[config.mk]
export PLATFORM = sky130hd
export DESIGN_NAME = mpu_eth_tx_framer_flat
export DESIGN_NICKNAME = d
export VERILOG_FILES = /design/src/rtl/mpu_eth_pkg.sv /design/src/rtl/mpu_eth_tx_framer_if.sv /design/src/rtl/mpu_eth_shift16.sv /design/src/rtl/mpu_eth_tx_framer.sv /design/src/flat_wrapper.sv
export SDC_FILE = /design/constraint.sdc
export NUM_CORES = 1
export LEC_CHECK = 0
export CORE_ASPECT_RATIO = 0.6
export CORE_UTILIZATION = 52
export DETAILED_ROUTE_END_ITERATION = 6
export PLACE_DENSITY = 0.88
export SYNTH_ARGS = -nofsm -noshare
export SYNTH_HDL_FRONTEND = slang
export SYNTH_SLANG_ARGS = --single-unit
[constraint.sdc]
create_clock -name clk -period 9.1 [get_ports clk]
set_clock_uncertainty 0.05 [all_clocks]
set_input_delay 1.82 -clock clk [delete_from_list [all_inputs] [get_ports clk]]
set_output_delay 1.82 -clock clk [all_outputs]
set_load 0.02 [all_outputs]
[src/rtl/mpu_eth_pkg.sv]
// mpu_eth_pkg: frame geometry, default addressing and FSM encoding shared by
// the transmit framer and the receive parser.
package mpu_eth_pkg;

  localparam int ETH_HDR_BYTES = 14;
  localparam int ETH_MIN_BYTES = 60;
  localparam int MIN_BEATS     = ETH_MIN_BYTES / 4;
  // Largest payload (words) whose frame still needs zero padding to 60 bytes.
  localparam int SHORT_N_MAX   = (ETH_MIN_BYTES - ETH_HDR_BYTES) / 4;

  localparam logic [47:0] DEF_SRC_MAC   = 48'h0002_4D50_5500;
  localparam logic [15:0] DEF_ETHERTYPE = 16'h88B5;

  // Framer FSM encoding, kept as plain constants for legacy tools.
  typedef logic [2:0] state_t;
  localparam state_t ST_IDLE = 3'd0;
  localparam state_t ST_HDR  = 3'd1;
  localparam state_t ST_BODY = 3'd2;
  localparam state_t ST_TAIL = 3'd3;
  localparam state_t ST_PAD  = 3'd4;

endpackage

[src/rtl/mpu_eth_tx_framer_if.sv]
// mpu_eth_tx_framer_if: payload input stream and Avalon-ST output stream of
// the framer. master = framer side, slave = payload source / MAC side.
interface mpu_eth_tx_framer_if;

  logic [31:0] pl_data;
  logic        pl_valid;
  logic        pl_ready;

  logic [31:0] tx_data;
  logic        tx_valid;
  logic        tx_ready;
  logic        tx_sop;
  logic        tx_eop;
  logic [1:0]  tx_empty;
  logic        tx_error;

  modport master (
    input  pl_data, pl_valid, tx_ready,
    output pl_ready, tx_data, tx_valid, tx_sop, tx_eop, tx_empty, tx_error
  );

  modport slave (
    output pl_data, pl_valid, tx_ready,
    input  pl_ready, tx_data, tx_valid, tx_sop, tx_eop, tx_empty, tx_error
  );

endinterface

[src/rtl/mpu_eth_shift16.sv]
// mpu_eth_shift16: 16-bit carry register that realigns payload words by half
// a word. dout = {carry, din[31:16]}; carry takes din[15:0] on advance.
module mpu_eth_shift16 (
  input  logic        clk,
  input  logic        rst_n,
  input  logic        load,
  input  logic [15:0] load_val,
  input  logic        advance,
  input  logic        flush,
  input  logic [31:0] din,
  output logic [31:0] dout
);

  logic [15:0] carry_q;

  // Carry update: flush wins, then preload (EtherType), then word advance.
  always_ff @(posedge clk or negedge rst_n) begin
    if (!rst_n) begin
      carry_q <= '0;
    end else if (flush) begin
      carry_q <= '0;
    end else if (load) begin
      carry_q <= load_val;
    end else if (advance) begin
      carry_q <= din[15:0];
    end
  end

  assign dout = {carry_q, din[31:16]};

endmodule

[src/rtl/mpu_eth_tx_framer.sv]
// mpu_eth_tx_framer: prepends the Ethernet header to MPU payload words,
// realigns the payload by 16 bits, pads short frames to 60 bytes and streams
// the result to the MAC TX FIFO (CRC appended by the MAC).
//
// state | meaning
// IDLE  | waiting for an accepted start
// HDR   | beats b0..b2: destination and source MAC
// BODY  | b3 .. beat consuming the last payload word (waits on pl_valid)
// TAIL  | single eop beat carrying the last half word, tx_empty=2
// PAD   | carry half word then zeros up to beat 14, eop on beat 14
module mpu_eth_tx_framer
  import mpu_eth_pkg::*;
#(
  parameter logic [47:0] SRC_MAC   = DEF_SRC_MAC,
  parameter logic [15:0] ETHERTYPE = DEF_ETHERTYPE,
  parameter int          MAX_WORDS = 368,
  parameter int          LEN_W     = 9
) (
  input  logic                 clk,
  input  logic                 reset_n,
  input  logic                 start,
  input  logic [47:0]          dst_mac,
  input  logic [LEN_W-1:0]     len_words,
  output logic                 busy,
  output logic                 len_err,
  mpu_eth_tx_framer_if.master  bus,
  output logic                 ff_tx_crc_fwd,
  input  logic                 ff_tx_a_full,
  input  logic                 ff_tx_uflow,
  output logic [15:0]          frames_sent,
  output logic [7:0]           uflow_cnt
);

  localparam logic [LEN_W-1:0] MAX_N     = LEN_W'(MAX_WORDS);
  localparam logic [LEN_W-1:0] SHORT_N   = LEN_W'(SHORT_N_MAX);
  localparam logic [LEN_W-1:0] HDR_FIRST = LEN_W'(2);
  // Down-count start for PAD so that beat 14 lands on terminal count.
  localparam logic [LEN_W-1:0] PAD_BASE  = LEN_W'(MIN_BEATS - 4);

  logic [1:0]       rst_sync_q;
  logic             rst_int_n;
  state_t           state_q;
  logic [LEN_W-1:0] cnt_q;
  logic [LEN_W-1:0] n_q;
  logic [47:0]      dst_q;
  logic             len_ok;
  logic             start_ok;
  logic             beat_ok;
  logic             eop_ok;
  logic             shift_adv;
  logic [31:0]      shift_din;
  logic [31:0]      shift_dout;

  // Reset: asserts asynchronously, releases two clocks after reset_n rises.
  always_ff @(posedge clk or negedge reset_n) begin
    if (!reset_n) rst_sync_q <= 2'b00;
    else          rst_sync_q <= {rst_sync_q[0], 1'b1};
  end
  assign rst_int_n = rst_sync_q[1];

  assign len_ok    = (len_words != '0) && (len_words <= MAX_N);
  assign start_ok  = (state_q == ST_IDLE) && start && len_ok && !ff_tx_a_full;
  assign beat_ok   = bus.tx_valid && bus.tx_ready;
  assign eop_ok    = beat_ok && bus.tx_eop;
  assign shift_adv = beat_ok && (state_q != ST_IDLE) && (state_q != ST_HDR);

  assign busy          = (state_q != ST_IDLE);
  assign ff_tx_crc_fwd = 1'b0;
  assign bus.tx_error  = 1'b0;

  // Carry preloads with the EtherType so b3 falls out of the same realign path.
  mpu_eth_shift16 u_shift (
    .clk      (clk),
    .rst_n    (rst_int_n),
    .load     (start_ok),
    .load_val (ETHERTYPE),
    .advance  (shift_adv),
    .flush    (eop_ok),
    .din      (shift_din),
    .dout     (shift_dout)
  );

  // Output beat decode; payload only feeds the realigner in BODY.
  always_comb begin
    bus.tx_valid = 1'b0;
    bus.tx_data  = '0;
    bus.tx_sop   = 1'b0;
    bus.tx_eop   = 1'b0;
    bus.tx_empty = 2'd0;
    bus.pl_ready = 1'b0;
    shift_din    = '0;
    case (state_q)
      ST_HDR: begin
        bus.tx_valid = 1'b1;
        bus.tx_sop   = (cnt_q == HDR_FIRST);
        if (cnt_q == HDR_FIRST)          bus.tx_data = dst_q[47:16];
        else if (cnt_q == LEN_W'(1))     bus.tx_data = {dst_q[15:0], SRC_MAC[47:32]};
        else                             bus.tx_data = SRC_MAC[31:0];
      end
      ST_BODY: begin
        shift_din    = bus.pl_data;
        bus.tx_valid = bus.pl_valid;
        bus.tx_data  = shift_dout;
        bus.pl_ready = bus.tx_ready && bus.pl_valid;
      end
      ST_TAIL: begin
        bus.tx_valid = 1'b1;
        bus.tx_data  = shift_dout;
        bus.tx_eop   = 1'b1;
        bus.tx_empty = 2'd2;
      end
      ST_PAD: begin
        bus.tx_valid = 1'b1;
        bus.tx_data  = shift_dout;
        bus.tx_eop   = (cnt_q == '0);
      end
      default: ;
    endcase
  end

  // Frame sequencing: cnt_q counts down the beats left in the current state.
  always_ff @(posedge clk or negedge rst_int_n) begin
    if (!rst_int_n) begin
      state_q <= ST_IDLE;
      cnt_q   <= '0;
      n_q     <= '0;
      dst_q   <= '0;
      len_err <= 1'b0;
    end else begin
      len_err <= (state_q == ST_IDLE) && start && !len_ok;
      case (state_q)
        ST_IDLE: begin
          if (start_ok) begin
            state_q <= ST_HDR;
            cnt_q   <= HDR_FIRST;
            n_q     <= len_words;
            dst_q   <= dst_mac;
          end
        end
        ST_HDR: begin
          if (beat_ok) begin
            if (cnt_q == '0) begin
              state_q <= ST_BODY;
              cnt_q   <= n_q - LEN_W'(1);
            end else begin
              cnt_q <= cnt_q - LEN_W'(1);
            end
          end
        end
        ST_BODY: begin
          if (beat_ok) begin
            if (cnt_q == '0) begin
              if (n_q > SHORT_N) begin
                state_q <= ST_TAIL;
              end else begin
                state_q <= ST_PAD;
                cnt_q   <= PAD_BASE - n_q;
              end
            end else begin
              cnt_q <= cnt_q - LEN_W'(1);
            end
          end
        end
        ST_TAIL: begin
          if (beat_ok) state_q <= ST_IDLE;
        end
        ST_PAD: begin
          if (beat_ok) begin
            if (cnt_q == '0) state_q <= ST_IDLE;
            else             cnt_q   <= cnt_q - LEN_W'(1);
          end
        end
        default: state_q <= ST_IDLE;
      endcase
    end
  end

  // Status counters: frames wrap, underflows saturate; both may fire together.
  always_ff @(posedge clk or negedge rst_int_n) begin
    if (!rst_int_n) begin
      frames_sent <= '0;
      uflow_cnt   <= '0;
    end else begin
      if (eop_ok) frames_sent <= frames_sent + 16'd1;
      if (ff_tx_uflow && (uflow_cnt != 8'hFF)) uflow_cnt <= uflow_cnt + 8'd1;
    end
  end

endmodule

[src/flat_wrapper.sv]
// flat-port wrapper written by rule: the top's interface ports become plain ports
module mpu_eth_tx_framer_flat import mpu_eth_pkg::*;
#(
  parameter logic [47:0] SRC_MAC   = DEF_SRC_MAC,
  parameter logic [15:0] ETHERTYPE = DEF_ETHERTYPE,
  parameter int          MAX_WORDS = 368,
  parameter int          LEN_W     = 9
)
  (clk, reset_n, start, dst_mac, len_words, busy, len_err, ff_tx_crc_fwd, ff_tx_a_full, ff_tx_uflow, frames_sent, uflow_cnt, bus_pl_data, bus_pl_valid, bus_tx_ready, bus_pl_ready, bus_tx_data, bus_tx_valid, bus_tx_sop, bus_tx_eop, bus_tx_empty, bus_tx_error);
  mpu_eth_tx_framer_if bus_i ();
  input  logic clk;
  input  logic reset_n;
  input  logic start;
  input  logic [47:0] dst_mac;
  input  logic [LEN_W-1:0] len_words;
  output logic busy;
  output logic len_err;
  output logic ff_tx_crc_fwd;
  input  logic ff_tx_a_full;
  input  logic ff_tx_uflow;
  output logic [15:0] frames_sent;
  output logic [7:0] uflow_cnt;
  input wire logic [$bits(bus_i.pl_data)-1:0] bus_pl_data;
  input wire logic [$bits(bus_i.pl_valid)-1:0] bus_pl_valid;
  input wire logic [$bits(bus_i.tx_ready)-1:0] bus_tx_ready;
  output wire logic [$bits(bus_i.pl_ready)-1:0] bus_pl_ready;
  output wire logic [$bits(bus_i.tx_data)-1:0] bus_tx_data;
  output wire logic [$bits(bus_i.tx_valid)-1:0] bus_tx_valid;
  output wire logic [$bits(bus_i.tx_sop)-1:0] bus_tx_sop;
  output wire logic [$bits(bus_i.tx_eop)-1:0] bus_tx_eop;
  output wire logic [$bits(bus_i.tx_empty)-1:0] bus_tx_empty;
  output wire logic [$bits(bus_i.tx_error)-1:0] bus_tx_error;
  assign bus_i.pl_data = bus_pl_data;
  assign bus_i.pl_valid = bus_pl_valid;
  assign bus_i.tx_ready = bus_tx_ready;
  assign bus_pl_ready = bus_i.pl_ready;
  assign bus_tx_data = bus_i.tx_data;
  assign bus_tx_valid = bus_i.tx_valid;
  assign bus_tx_sop = bus_i.tx_sop;
  assign bus_tx_eop = bus_i.tx_eop;
  assign bus_tx_empty = bus_i.tx_empty;
  assign bus_tx_error = bus_i.tx_error;
  mpu_eth_tx_framer #(.SRC_MAC(SRC_MAC), .ETHERTYPE(ETHERTYPE), .MAX_WORDS(MAX_WORDS), .LEN_W(LEN_W)) u_core (.clk(clk), .reset_n(reset_n), .start(start), .dst_mac(dst_mac), .len_words(len_words), .busy(busy), .len_err(len_err), .bus(bus_i), .ff_tx_crc_fwd(ff_tx_crc_fwd), .ff_tx_a_full(ff_tx_a_full), .ff_tx_uflow(ff_tx_uflow), .frames_sent(frames_sent), .uflow_cnt(uflow_cnt));
endmodule
# Word level (Yosys, flattened, before mapping)
# Index checks and enable logic that the tools add are counted.
[totals]
reg_bits = 112
in_bits = 96
output_inout_bits = 66
wordCells = 89
[op_classes]
n_addsub = 5
order_cmp = 2
eq_ne = 18
muxes = 31
reduce_logical = 24
[ops]
columns = ["op", "n"]
rows = [
  ["two-way mux 32 bit", 3],
  ["two-way mux 9 bit", 8],
  ["case mux 32 bit (2 select lines)", 1],
  ["two-way mux 16 bit", 3],
  ["case mux 9 bit (4 select lines)", 1],
  ["two-way mux 3 bit", 9],
  ["subtractor 9 x 1 -> 9 bit (second input constant)", 2],
  ["adder 16 x 1 -> 16 bit (second input constant)", 1],
  ["!= test 2 x 1 -> 1 bit (second input constant)", 8],
  ["case mux 3 bit (5 select lines)", 1],
  ["logical AND 1 bit", 11],
  ["equality test 9 x 1 -> 1 bit (second input constant)", 1],
  ["equality test 9 x 2 -> 1 bit (second input constant)", 1],
  ["> comparator 9 x 4 -> 1 bit (second input constant)", 1],
  ["<= comparator 9 bit (second input constant)", 1],
  ["logical NOT 9 bit", 1],
  ["nonzero test 9 bit", 1],
  ["subtractor 4 x 9 -> 9 bit (first input constant)", 1],
  ["adder 8 x 1 -> 8 bit (second input constant)", 1],
  ["!= test 8 bit (second input constant)", 1],
  ["AND reduction 8 bit", 1],
  ["AND reduction 7 bit", 1],
  ["equality test 3 x 2 -> 1 bit (second input constant)", 2],
  ["nonzero test 3 bit", 2],
  ["13 further kinds", 17],
]

# Longest topological paths before layout
[depth]
depth_word = 9
ltp_mapped = 9
depth_no_buf = 7

# Modules after synthesis
# A second synthesis with hierarchy kept.
[unflattened]
hier_cells = 613
hier_area_um2 = 6351.1
[by_module_without_submodules]
columns = ["mod", "instances", "cells_per_inst", "area_each_um2", "seq_area_each_um2"]
rows = [
  ["mpu_eth_tx_framer", 1, 526, 5345.1, 2402.3],
  ["mpu_eth_shift16", 1, 87, 1006.0, 400.4],
]

# Least setup slack after synthesis
# OpenSTA, ideal clock, no wires.
[synth_timing]
path_type = "in2out"
from = "input port bus_tx_ready"
to = "output port bus_pl_ready"
arrival_ns = 2.438
required_ns = 7.230
path_slack_ns = 4.792
path_stages = 3
n_path_buf = 2
path_cell_list = "and3_1 -> clkbuf_1 -> buf_2"
[synth_between]
elab_chain_cells = 2
[synth_lines]
columns = ["element", "line_no", "rtl"]
rows = [
  ["start, declared", "flat_wrapper.sv:25", "input wire logic [$bits(bus_i.tx_ready)-1:0] bus_tx_ready;"],
  ["logical AND 1 bit", "mpu_eth_tx_framer.sv:104", "bus.pl_ready = bus.tx_ready && bus.pl_valid;"],
  ["two-way mux 1 bit", "mpu_eth_tx_framer.sv:92", "case (state_q)"],
  ["end, declared", "flat_wrapper.sv:26", "output wire logic [$bits(bus_i.pl_ready)-1:0] bus_pl_ready;"],
]
# Every way passes these cells.

# Worst setup path after layout
# Ends and elaborated chain as after synthesis.

==> reports/results.txt <==
Tightest Pin Transition: 0.932 ns
GRT overflow: 0
Filler Cell Count: 734
PortBufs: 158
VDD IR max: 234 uV
vias in the first global route: 5184
relative slew slack: 0.377
Tcrit/Tclk final: 0.651
share of layout cells above drive strength 1: 0.147
CTS H-tree depth: 3
starting density of the core: 0.545
RSZ-0062 raised after global routing: false
Top cell by count, worst path: clkdlybuf4s50_1
CTS tree: done
setup TNS: 0 ns
worst path required time: 7.23 ns
Synth top area share: 0.478
Post-synth EDFFs: 0
min-delay worst type: flop to asynchronous set/reset pin
cell count after placement: 806
most frequent cells in the layout: clkdlybuf4s50_1 (158), dfrtp_1 (111), nand2_1 (56), mux2_2 (56), a22oi_1 (21)
CP cell instances: clkdlybuf4s50_1 > and3_1 > clkdlybuf4s50_1
CP max stage delay: 0.81 ns
Final Hold Fails: 0
Area contributors post-synth: dfrtp_1 (48%), mux2_2 (11%), nand2_1 (3.6%)
initial drt markers: 462
Core Box Area: 0.0108 mm2
maxcap violations: 0
Max FO, Critical Path: 17
Top delay family on crit path: buffers and inverters
root buffer cell: clkbuf_16
fin. max-slew vios: 0
Fmax: 0.169 GHz
TritonCTS sink count: 112
Netlist cell types: 70
final setup fails: 0
WL final: 16200 um
Die Area: 0.0117 mm2
post-CTS setup buffer count: 0
WL per Instance: 19.7 um
status: finished, violations left
Die Y: 84.3 um
post-route ant nets: 0
via count: 5080
synthesis warning total: 0
WP data arrival: 4.05 ns
Worst Setup Slack post-DPL: 3.15 ns
commonest non-fill, non-tap cell in the layout: clkdlybuf4s50_1
part of the Yosys area used for sequential elements: 0.478
Tmin final: 5.92 ns
FFs w/ async S/R, synth: 1.00
worst setup path class: input pin to output port
Final GP Congestion: 0.922
Worst setup EP type: output port
Slowest-stage cell, CP: clkdlybuf4s50_1
leak pwr: 3.27 nW
syn_area_per_cell: 10.9 um2
Yosys top cell by area: dfrtp_1
# hold bufs at CTS: 0
pin count of the biggest net entering global routing: 71
Skew-Pair Late Insertion Delay: 0.35 ns
DP HPWL: 11700 um
# rows: 29
flop2flop setup slack: 6.02 ns
clock buffer depth: 2
Synth Instances: 539
Mapped Area: 0.00587 mm2
final worst slack: 3.18 ns
Yosys reg bits: 112
Nets: 782
top_reg_cell synth: dfrtp_1
antenna violations before repair: 0
die width: 139 um
vias per std cell: 6.19
WHS: 0.272 ns
Worst-path clk slew: 0.07 ns
DRT Pass-1 Iters: 7
Total GRT Usage: 0.291
DRC Markers: 6
Ports: 162
Startpoint Class: input pin
failing checks: DRC
CTS resizes: 0
# diodes: 0
global-route wire length before repair: 26600 um
number of CTS-inserted buffers: 9
Final Non-Filler Cells: 821
pwr dens: 336 mW/mm2
Buf+Inv Stages, Crit Path: 2
Layout Area Growth over Synthesis: 32.7%
## Yosys cell counts, types with 3 or more instances
cell type  instances
a32oi_1            3
dfrtp_1          112
a21oi_1           12
or3_1              3
nor3_1            13
o2111a_1           3
xnor2_1           11
nor4_1             6
nor2_1            17
clkbuf_1          21
o31ai_1            5
inv_1             12
buf_4              4
nand4_1            6
mux2_2            56
nor3b_1            4
nand2_1           56
o21ai_0           15
a22o_1            20
or2_2              3
a211oi_1           5
xor2_1            12
a221o_1            9
a21o_1             4
nor2b_1            3
o211ai_1           3
or4_1              3
o41ai_1            5
a31oi_1            3
a22oi_1           21
nand3_1           12
buf_2             11
and3_1             8
ha_1               8
## path summary, 6_finish.rpt
kind,start,depth (start not counted),endpoint
worst max register to register,u_core.state_q[0],5,u_core.u_shift.carry_q[7]
max in group asynchronous,reset_n,1,u_core.rst_sync_q[1]
worst min-delay path,u_core.rst_sync_q[1],0,u_core.dst_q[19]
worst min register to register,u_core.rst_sync_q[1],0,u_core.dst_q[19]
worst max-delay path,bus_tx_ready,3,bus_pl_ready
min in group clk,u_core.rst_sync_q[0],0,u_core.rst_sync_q[1]
## stage by stage
stage	total power [mW]	utilization	cell area, um2
finish	2.61	0.723	7790
global route	2.77	0.723	7790
CTS	2.61	0.723	7790
detailed placement	2.22	0.697	7510
global placement	2.16	0.697	7510
floorplan	1.70	-	5880
## area by class of cell
class | instances | area (um2) | area share
Clock inverter | 5 | 42.5 | 0.00546
Sequential cell | 112 | 2810 | 0.360
Multi-Input combinational cell | 381 | 2870 | 0.369
Timing Repair Buffer | 162 | 1610 | 0.207
Clock buffer | 10 | 239 | 0.0307
Inverter | 12 | 45.0 | 0.00578
Tap cell | 139 | 174 | 0.0223
## state kept, by name (all words and copies together), names as in the netlist
| name | cells |
|---|---|
| u_core.uflow_cnt | 8 |
| u_core.len_err | 1 |
| u_core.u_shift.carry_q | 16 |
| u_core.frames_sent | 16 |
| u_core.state_q | 3 |
| u_core.n_q | 9 |
| u_core.cnt_q | 9 |
| u_core.rst_sync_q | 2 |
| u_core.dst_q | 48 |
## cell families (layout without fill, tap and decap cells)
| group | count (synthesis) | count (layout) | synth area share |
|---|---|---|---|
| AOI/OAI and AO/OA | 133 | 133 | 0.178 |
| xor gates and xnor gates | 23 | 23 | 0.0343 |
| adders and majority gates | 8 | 8 | 0.0171 |
| buffers and inverters | 48 | 189 | 0.0356 |
| DFF | 112 | 112 | 0.478 |
| muxes | 58 | 58 | 0.111 |
| other | 2 | 4 | 0.00128 |
| and+or+nand+nor | 155 | 155 | 0.146 |
## layer usage
layer  global-route usage  vias up  share of wire
li1                     -     2291              -
met1                0.394     2521           0.44
met2                0.462      245           0.46
met3               0.0782       23          0.087
met4               0.0859        0          0.015
met5                    0        -              0
## where the power goes
| group | total (mW) | switching, mW | internal [mW] |
|---|---|---|---|
| clock network | 0.376 | 0.182 | 0.194 |
| registers | 0.890 | 0.198 | 0.692 |
| logic | 1.35 | 0.726 | 0.623 |
| total | 2.61 | 1.10 | 1.51 |
Note: power is estimated with default switching activity, not from simulation.
